File: src/rtl/prog_launch_sequencer_if.sv
// Handshake bundle between the launch sequencer and the top level / PC / core.
interface prog_launch_sequencer_if #(
    parameter int L  = 10,
    parameter int CW = 16
);
    logic          Start;
    logic          Halt;
    logic          PcLoad;
    logic [L-1:0]  PcTarget;
    logic          CoreEn;
    logic          Busy;
    logic [1:0]    ProgIdx;
    logic          Done;
    logic          TimedOut;
    logic [CW-1:0] CycleCnt;
    logic          AllDone;

    modport master (
        input  Start, Halt,
        output PcLoad, PcTarget, CoreEn, Busy, ProgIdx, Done, TimedOut, CycleCnt, AllDone
    );

    modport slave (
        output Start, Halt,
        input  PcLoad, PcTarget, CoreEn, Busy, ProgIdx, Done, TimedOut, CycleCnt, AllDone
    );
endinterface

File: src/rtl/prog_launch_sequencer.sv
// Steps the core through a fixed table of programs: load entry PC, run until Halt or
// watchdog expiry, report per-program RUN cycle count, then park once the table is spent.
module prog_launch_sequencer #(
    parameter int              L       = 10,
    parameter int              NPROG   = 3,
    parameter logic [NPROG*L-1:0] ENTRY = {10'd4, 10'd2, 10'd1},
    parameter int              CW      = 16,
    parameter int              TIMEOUT = 4096
) (
    input  logic                   Clk,
    input  logic                   Reset,
    prog_launch_sequencer_if.master bus
);
    typedef enum logic [2:0] {IDLE, LOAD, RUN, FINISH, SPENT} state_t;

    localparam bit            TO_EN   = (TIMEOUT != 0);
    localparam logic [CW-1:0] TO_LAST = CW'(TIMEOUT - 1);
    localparam logic [1:0]    LAST_IX = 2'(NPROG - 1);

    state_t        state, state_nxt;
    logic [1:0]    prog_idx;
    logic [CW-1:0] cycle_cnt;
    logic          timed_out;
    logic          to_hit;
    logic          last_prog;

    function automatic logic [CW-1:0] sat_inc(input logic [CW-1:0] v);
        return (v == {CW{1'b1}}) ? v : v + 1'b1;
    endfunction

    assign to_hit    = TO_EN && (cycle_cnt == TO_LAST);
    assign last_prog = (prog_idx == LAST_IX);

    always_ff @(posedge Clk) begin
        if (Reset) state <= IDLE;
        else       state <= state_nxt;
    end

    always_comb begin
        state_nxt = state;
        case (state)
            IDLE:    if (bus.Start) state_nxt = LOAD;
            LOAD:    state_nxt = RUN;
            RUN:     if (bus.Halt || to_hit) state_nxt = FINISH;
            FINISH:  state_nxt = last_prog ? SPENT : IDLE;
            SPENT:   state_nxt = SPENT;
            default: state_nxt = IDLE;
        endcase
    end

    always_comb begin
        bus.PcLoad  = (state == LOAD);
        bus.CoreEn  = (state == RUN);
        bus.Busy    = (state == LOAD) || (state == RUN) || (state == FINISH);
        bus.Done    = (state == FINISH);
        bus.AllDone = (state == SPENT);
    end

    // Per-program bookkeeping; Halt has priority over the watchdog in the same cycle.
    always_ff @(posedge Clk) begin
        if (Reset) begin
            prog_idx  <= '0;
            cycle_cnt <= '0;
            timed_out <= 1'b0;
        end else begin
            case (state)
                IDLE: if (bus.Start) begin
                    cycle_cnt <= '0;
                    timed_out <= 1'b0;
                end
                RUN: begin
                    cycle_cnt <= sat_inc(cycle_cnt);
                    if (!bus.Halt && to_hit) timed_out <= 1'b1;
                end
                FINISH: if (!last_prog) prog_idx <= prog_idx + 2'd1;
                default: ;
            endcase
        end
    end

    assign bus.ProgIdx  = prog_idx;
    assign bus.CycleCnt = cycle_cnt;
    assign bus.TimedOut = timed_out;
    assign bus.PcTarget = ENTRY[int'(prog_idx)*L +: L];

endmodule

File: src/flat_wrapper.sv
// flat-port wrapper written by rule: the top's interface ports become plain ports
module prog_launch_sequencer_flat 
#(
    parameter int              L       = 10,
    parameter int              NPROG   = 3,
    parameter logic [NPROG*L-1:0] ENTRY = {10'd4, 10'd2, 10'd1},
    parameter int              CW      = 16,
    parameter int              TIMEOUT = 4096
)
  (Clk, Reset, bus_Start, bus_Halt, bus_PcLoad, bus_PcTarget, bus_CoreEn, bus_Busy, bus_ProgIdx, bus_Done, bus_TimedOut, bus_CycleCnt, bus_AllDone);
  prog_launch_sequencer_if #(.L(L), .CW(CW)) bus_i ();
  input  logic Clk;
  input  logic Reset;
  input wire logic [$bits(bus_i.Start)-1:0] bus_Start;
  input wire logic [$bits(bus_i.Halt)-1:0] bus_Halt;
  output wire logic [$bits(bus_i.PcLoad)-1:0] bus_PcLoad;
  output wire logic [$bits(bus_i.PcTarget)-1:0] bus_PcTarget;
  output wire logic [$bits(bus_i.CoreEn)-1:0] bus_CoreEn;
  output wire logic [$bits(bus_i.Busy)-1:0] bus_Busy;
  output wire logic [$bits(bus_i.ProgIdx)-1:0] bus_ProgIdx;
  output wire logic [$bits(bus_i.Done)-1:0] bus_Done;
  output wire logic [$bits(bus_i.TimedOut)-1:0] bus_TimedOut;
  output wire logic [$bits(bus_i.CycleCnt)-1:0] bus_CycleCnt;
  output wire logic [$bits(bus_i.AllDone)-1:0] bus_AllDone;
  assign bus_i.Start = bus_Start;
  assign bus_i.Halt = bus_Halt;
  assign bus_PcLoad = bus_i.PcLoad;
  assign bus_PcTarget = bus_i.PcTarget;
  assign bus_CoreEn = bus_i.CoreEn;
  assign bus_Busy = bus_i.Busy;
  assign bus_ProgIdx = bus_i.ProgIdx;
  assign bus_Done = bus_i.Done;
  assign bus_TimedOut = bus_i.TimedOut;
  assign bus_CycleCnt = bus_i.CycleCnt;
  assign bus_AllDone = bus_i.AllDone;
  prog_launch_sequencer #(.L(L), .NPROG(NPROG), .ENTRY(ENTRY), .CW(CW), .TIMEOUT(TIMEOUT)) u_core (.Clk(Clk), .Reset(Reset), .bus(bus_i));
endmodule
File: config.mk
export PLATFORM = sky130hd
export DESIGN_NAME = prog_launch_sequencer_flat
export DESIGN_NICKNAME = d
export VERILOG_FILES = /design/src/rtl/prog_launch_sequencer_if.sv /design/src/rtl/prog_launch_sequencer.sv /design/src/flat_wrapper.sv
export SDC_FILE = /design/constraint.sdc
export NUM_CORES = 1
export LEC_CHECK = 0
export ABC_CLOCK_PERIOD_IN_PS = 4400
export CORE_ASPECT_RATIO = 0.7
export CORE_MARGIN = 2
export CORE_UTILIZATION = 43
export DETAILED_ROUTE_END_ITERATION = 8
export HOLD_SLACK_MARGIN = 0.15
export PLACE_DENSITY = 0.81
export SLEW_MARGIN = 40
export SYNTH_ARGS = -nofsm -noshare
export SYNTH_HDL_FRONTEND = slang
export SYNTH_SLANG_ARGS = --single-unit
File: constraint.sdc
create_clock -name Clk -period 4.4 [get_ports Clk]
set_clock_uncertainty 0.2 [all_clocks]
set_input_delay 0.88 -clock Clk [delete_from_list [all_inputs] [get_ports Clk]]
set_output_delay 0.88 -clock Clk [all_outputs]
set_load 0.02 [all_outputs]
==> impl_metrics.toml <==
[power]
p_leak_nw = 0.6260
irDropWorstVdd_mv = 0.1560
cellPowerDensity_nw_per_um2 = 241.7

[timing]
rsz0062_at_grt = "false"
setup_ws_ns = 1.296
fmax_mhz = 322.2
worst_slew_margin_rel_pct = 55.10
fin_tns_setup_ns = 0
report.final.hold_viol_count = 0
fin_crit_sh_pct = 70.54
report.final.setup_viol = 0
number_of_max_slew_violations_in_the_final_report = 0
tmin_final_ns = 3.104
max_slew.worst_pin.slew_ns = 0.6714

[place]
placed_cells_incl_taps = 206
dpl.hpwl_um = 2404
gp_congestion = 0.8367
dpl_worst_slack_ns = 1.426
portBuffers = 30

[clock_tree]
ctsHoldBuffers = 0
cts_max_level = 1
cts_made_buffers = 3
later_pin_clock_latency_in_the_skew_report_ns = 0.26
post-cts-setup-buffers = 0
quantity_of_gates_resized_following_cts = 0
max-clock-path-buffers = 2
tritoncts_clock_tree = "built"
clk_pin_slew_worst_paths_ns = 0.08
cts-root-buf = "sky130_fd_sc_hd__clkbuf_8"
cts.sink_count = 22

[critical_path]
cp_max_fo = 10
startpoint_type = "flop"
regToRegEndpoint = "u_core.bus.CycleCnt[0]$_SDFFE_PP0P_"
timing.setup.critical_path_class = "flop to primary output"
cp-endpoint = "bus_CoreEn"
beginning_of_the_worst_register_to_register_path = "u_core.bus.CycleCnt[0]$_SDFFE_PP0P_"
cp_data_arrival_time_ns = 2.02
critical_path_startpoint = "u_core.state[1]$_SDFFE_PP0P_"
crit_path_end_kind = "primary output"
reg2reg_slack_ns = 2.08
rr_worst_depth = 6
worstPathRequired_ns = 3.32

[global_route]
global_route.overflow_total = 0
groute.usage.overall_pct = 19.69
grt_antenna_before_repair = 0
via_count_of_the_first_global_routing_pass = 1170
grt_max_degree = 17
grt_pass1_wl_um = 5492

[routing]
drt_pass1_iterations = 4
dr_total_vias = 1208
postRouteAntennaNets = 0
route.detailed.vias_per_inst = 5.780
drt_iter0_drc = 58
avgRoutedWirePerCell_um = 15.55
drcViolationCount = 0
totalWireLength_um = 3250

[yosys]
synthesis.instances = 146
synthesized_cell_area_um2 = 1302
ys.warnings.count = 0
portion_of_the_post_synthesis_area_used_by_sequential_elements_pct = 33.81
ys_seq_elements = 22
postSynthAreaPerCell_um2 = 8.921
synth_cell_type_count = 51

[final_layout]
layout.nets = 183
final_cell_count_no_fill = 209
synthToLayoutAreaGrowth_pct = 24.50
final_common_cell = "sky130_fd_sc_hd__clkdlybuf4s50_1"
layout-drive-gt1-share_pct = 9.827
post_route_utilization_pct = 57.04
final_cell_mix = "sky130_fd_sc_hd__clkdlybuf4s50_1, sky130_fd_sc_hd__dfxtp_1, sky130_fd_sc_hd__nor2_1"
antenna_cells = 0
fillerInstances = 259

[floorplan]
floorplan.die.height_um = 50.05
die_width_um = 69.78
boundaryPins = 38
num_rows = 16
core_region_area_um2 = 2843
die_area_um2 = 3492
initial_utilization_pct = 45.82

[flow_run]
max_cap_viol_count = 0

[min_path]
min_delay_path_depth = 1
holdCritPathClass = "flop to flop"

[run_status]
outcome = "completed"
## per-stage QoR
| stage | total power, mW | area [µm²] | hold slack, ns |
|---|---|---|---|
| after CTS | 0.3922 | 1622 | 0.3156 |
| after global placement | 0.2673 | 1580 | 0.2760 |
| final | 0.3920 | 1622 | 0.3092 |
| after detailed placement | 0.2701 | 1580 | 0.2972 |
| after floorplan | 0.2566 | 1325 | 0.3547 |
| after global routing | 0.4083 | 1622 | 0.3279 |
## routing by layer
metal  up-vias  track usage [%]  share of wire (%)
met3         8            5.521                3.4
li1        584                -                  -
met2        28            31.75                 46
met5         -                0                  0
met4         0            5.449                1.8
met1       588            25.86                 48
## worst min path at each step
stage / to / slack, ns / start
2_1_floorplan: u_core.bus.CycleCnt[10]$_SDFFE_PP0P_ / 0.35 / u_core.bus.CycleCnt[10]$_SDFFE_PP0P_
3_3_place_gp: u_core.bus.CycleCnt[10]$_SDFFE_PP0P_ / 0.28 / u_core.bus.CycleCnt[10]$_SDFFE_PP0P_
3_5_place_dp: u_core.bus.CycleCnt[10]$_SDFFE_PP0P_ / 0.30 / u_core.bus.CycleCnt[10]$_SDFFE_PP0P_
4_1_cts: u_core.bus.CycleCnt[10]$_SDFFE_PP0P_ / 0.32 / u_core.bus.CycleCnt[10]$_SDFFE_PP0P_
5_1_grt: u_core.bus.CycleCnt[10]$_SDFFE_PP0P_ / 0.33 / u_core.bus.CycleCnt[10]$_SDFFE_PP0P_
6_report: u_core.bus.CycleCnt[10]$_SDFFE_PP0P_ / 0.31 / u_core.bus.CycleCnt[10]$_SDFFE_PP0P_
## cells by family after synthesis
logic type                 after synthesis  share of synthesized area, %
other                                    1                        0.2879
buffers and inverters                   16                         8.454
muxes                                    1                        0.8645
DFF                                     22                         33.81
adders and majority gates                4                         3.843
xor gates and xnor gates                 2                         1.345
and+or+nand+nor                         65                         31.12
AOI/OAI and AO/OA                       35                         20.27
## cell type report
| class | instances | area (µm²) | share of cell area, % |
|---|---|---|---|
| multi-input cells | 114 | 774.5 | 47.76 |
| clock buffers | 3 | 41.29 | 2.546 |
| well taps | 36 | 45.04 | 2.778 |
| flip-flops and latches | 22 | 440.4 | 27.16 |
| repair buffers | 30 | 300.3 | 18.52 |
| inverters | 4 | 20.02 | 1.235 |
## report_power, final
part	leakage, nW	internal, mW	total (mW)	switching (mW)
Sequential	0.178	0.202	0.205	0.00368
Combinational	0.427	0.0218	0.0610	0.0392
Clock	0.0216	0.0611	0.126	0.0644
## critical path: stages (launching register included)
cell,delay [ns]
sky130_fd_sc_hd__dfxtp_1,0.42
sky130_fd_sc_hd__or3b_1,0.54
sky130_fd_sc_hd__clkinv_4,0.17
sky130_fd_sc_hd__clkdlybuf4s50_1,0.63
## registers in the layout (all words and copies together) (netlist names)
register,count
u_core.bus.CycleCnt,16
u_core.bus.TimedOut,1
u_core.state,3
u_core.bus.ProgIdx,2
## synth_stat cells (all sizes together)
| cell | number | area, µm² |
|---|---|---|
| dfxtp | 22 | 440.4 |
| nor2 | 18 | 75.07 |
| buf | 10 | 82.58 |
| nor3 | 9 | 45.04 |
| a21oi | 8 | 43.79 |
| nand3 | 8 | 65.06 |
| nand2 | 6 | 22.52 |
| ha | 4 | 50.05 |
| nor3b | 4 | 35.03 |
| o21ai | 4 | 20.02 |
| a211o | 3 | 26.28 |
| a21o | 3 | 22.52 |
| a311oi | 3 | 26.28 |
| a31oi | 3 | 33.78 |
| and3 | 3 | 18.77 |
| inv | 3 | 11.26 |
| nand4 | 3 | 25.02 |
| nor4 | 3 | 33.78 |
| a22o | 2 | 17.52 |
| and2 | 2 | 13.77 |
| and4 | 2 | 18.77 |
| clkbuf | 2 | 7.510 |
| nor2b | 2 | 12.51 |
| o31ai | 2 | 15.01 |
| a21bo | 1 | 10.01 |
| a221o | 1 | 10.01 |
| a22oi | 1 | 7.510 |
| and3b | 1 | 8.760 |
| clkinv | 1 | 8.760 |
| conb | 1 | 3.750 |
| mux2 | 1 | 11.26 |
| nand2b | 1 | 8.760 |
| nand3b | 1 | 7.510 |
| o21a | 1 | 7.510 |
| o21bai | 1 | 7.510 |
| o22ai | 1 | 6.260 |
| o311a | 1 | 10.01 |
| or2 | 1 | 6.260 |
| or3b | 1 | 8.760 |
| xnor2 | 1 | 8.760 |
| xor2 | 1 | 8.760 |
Power figures use the tool's default switching activity.
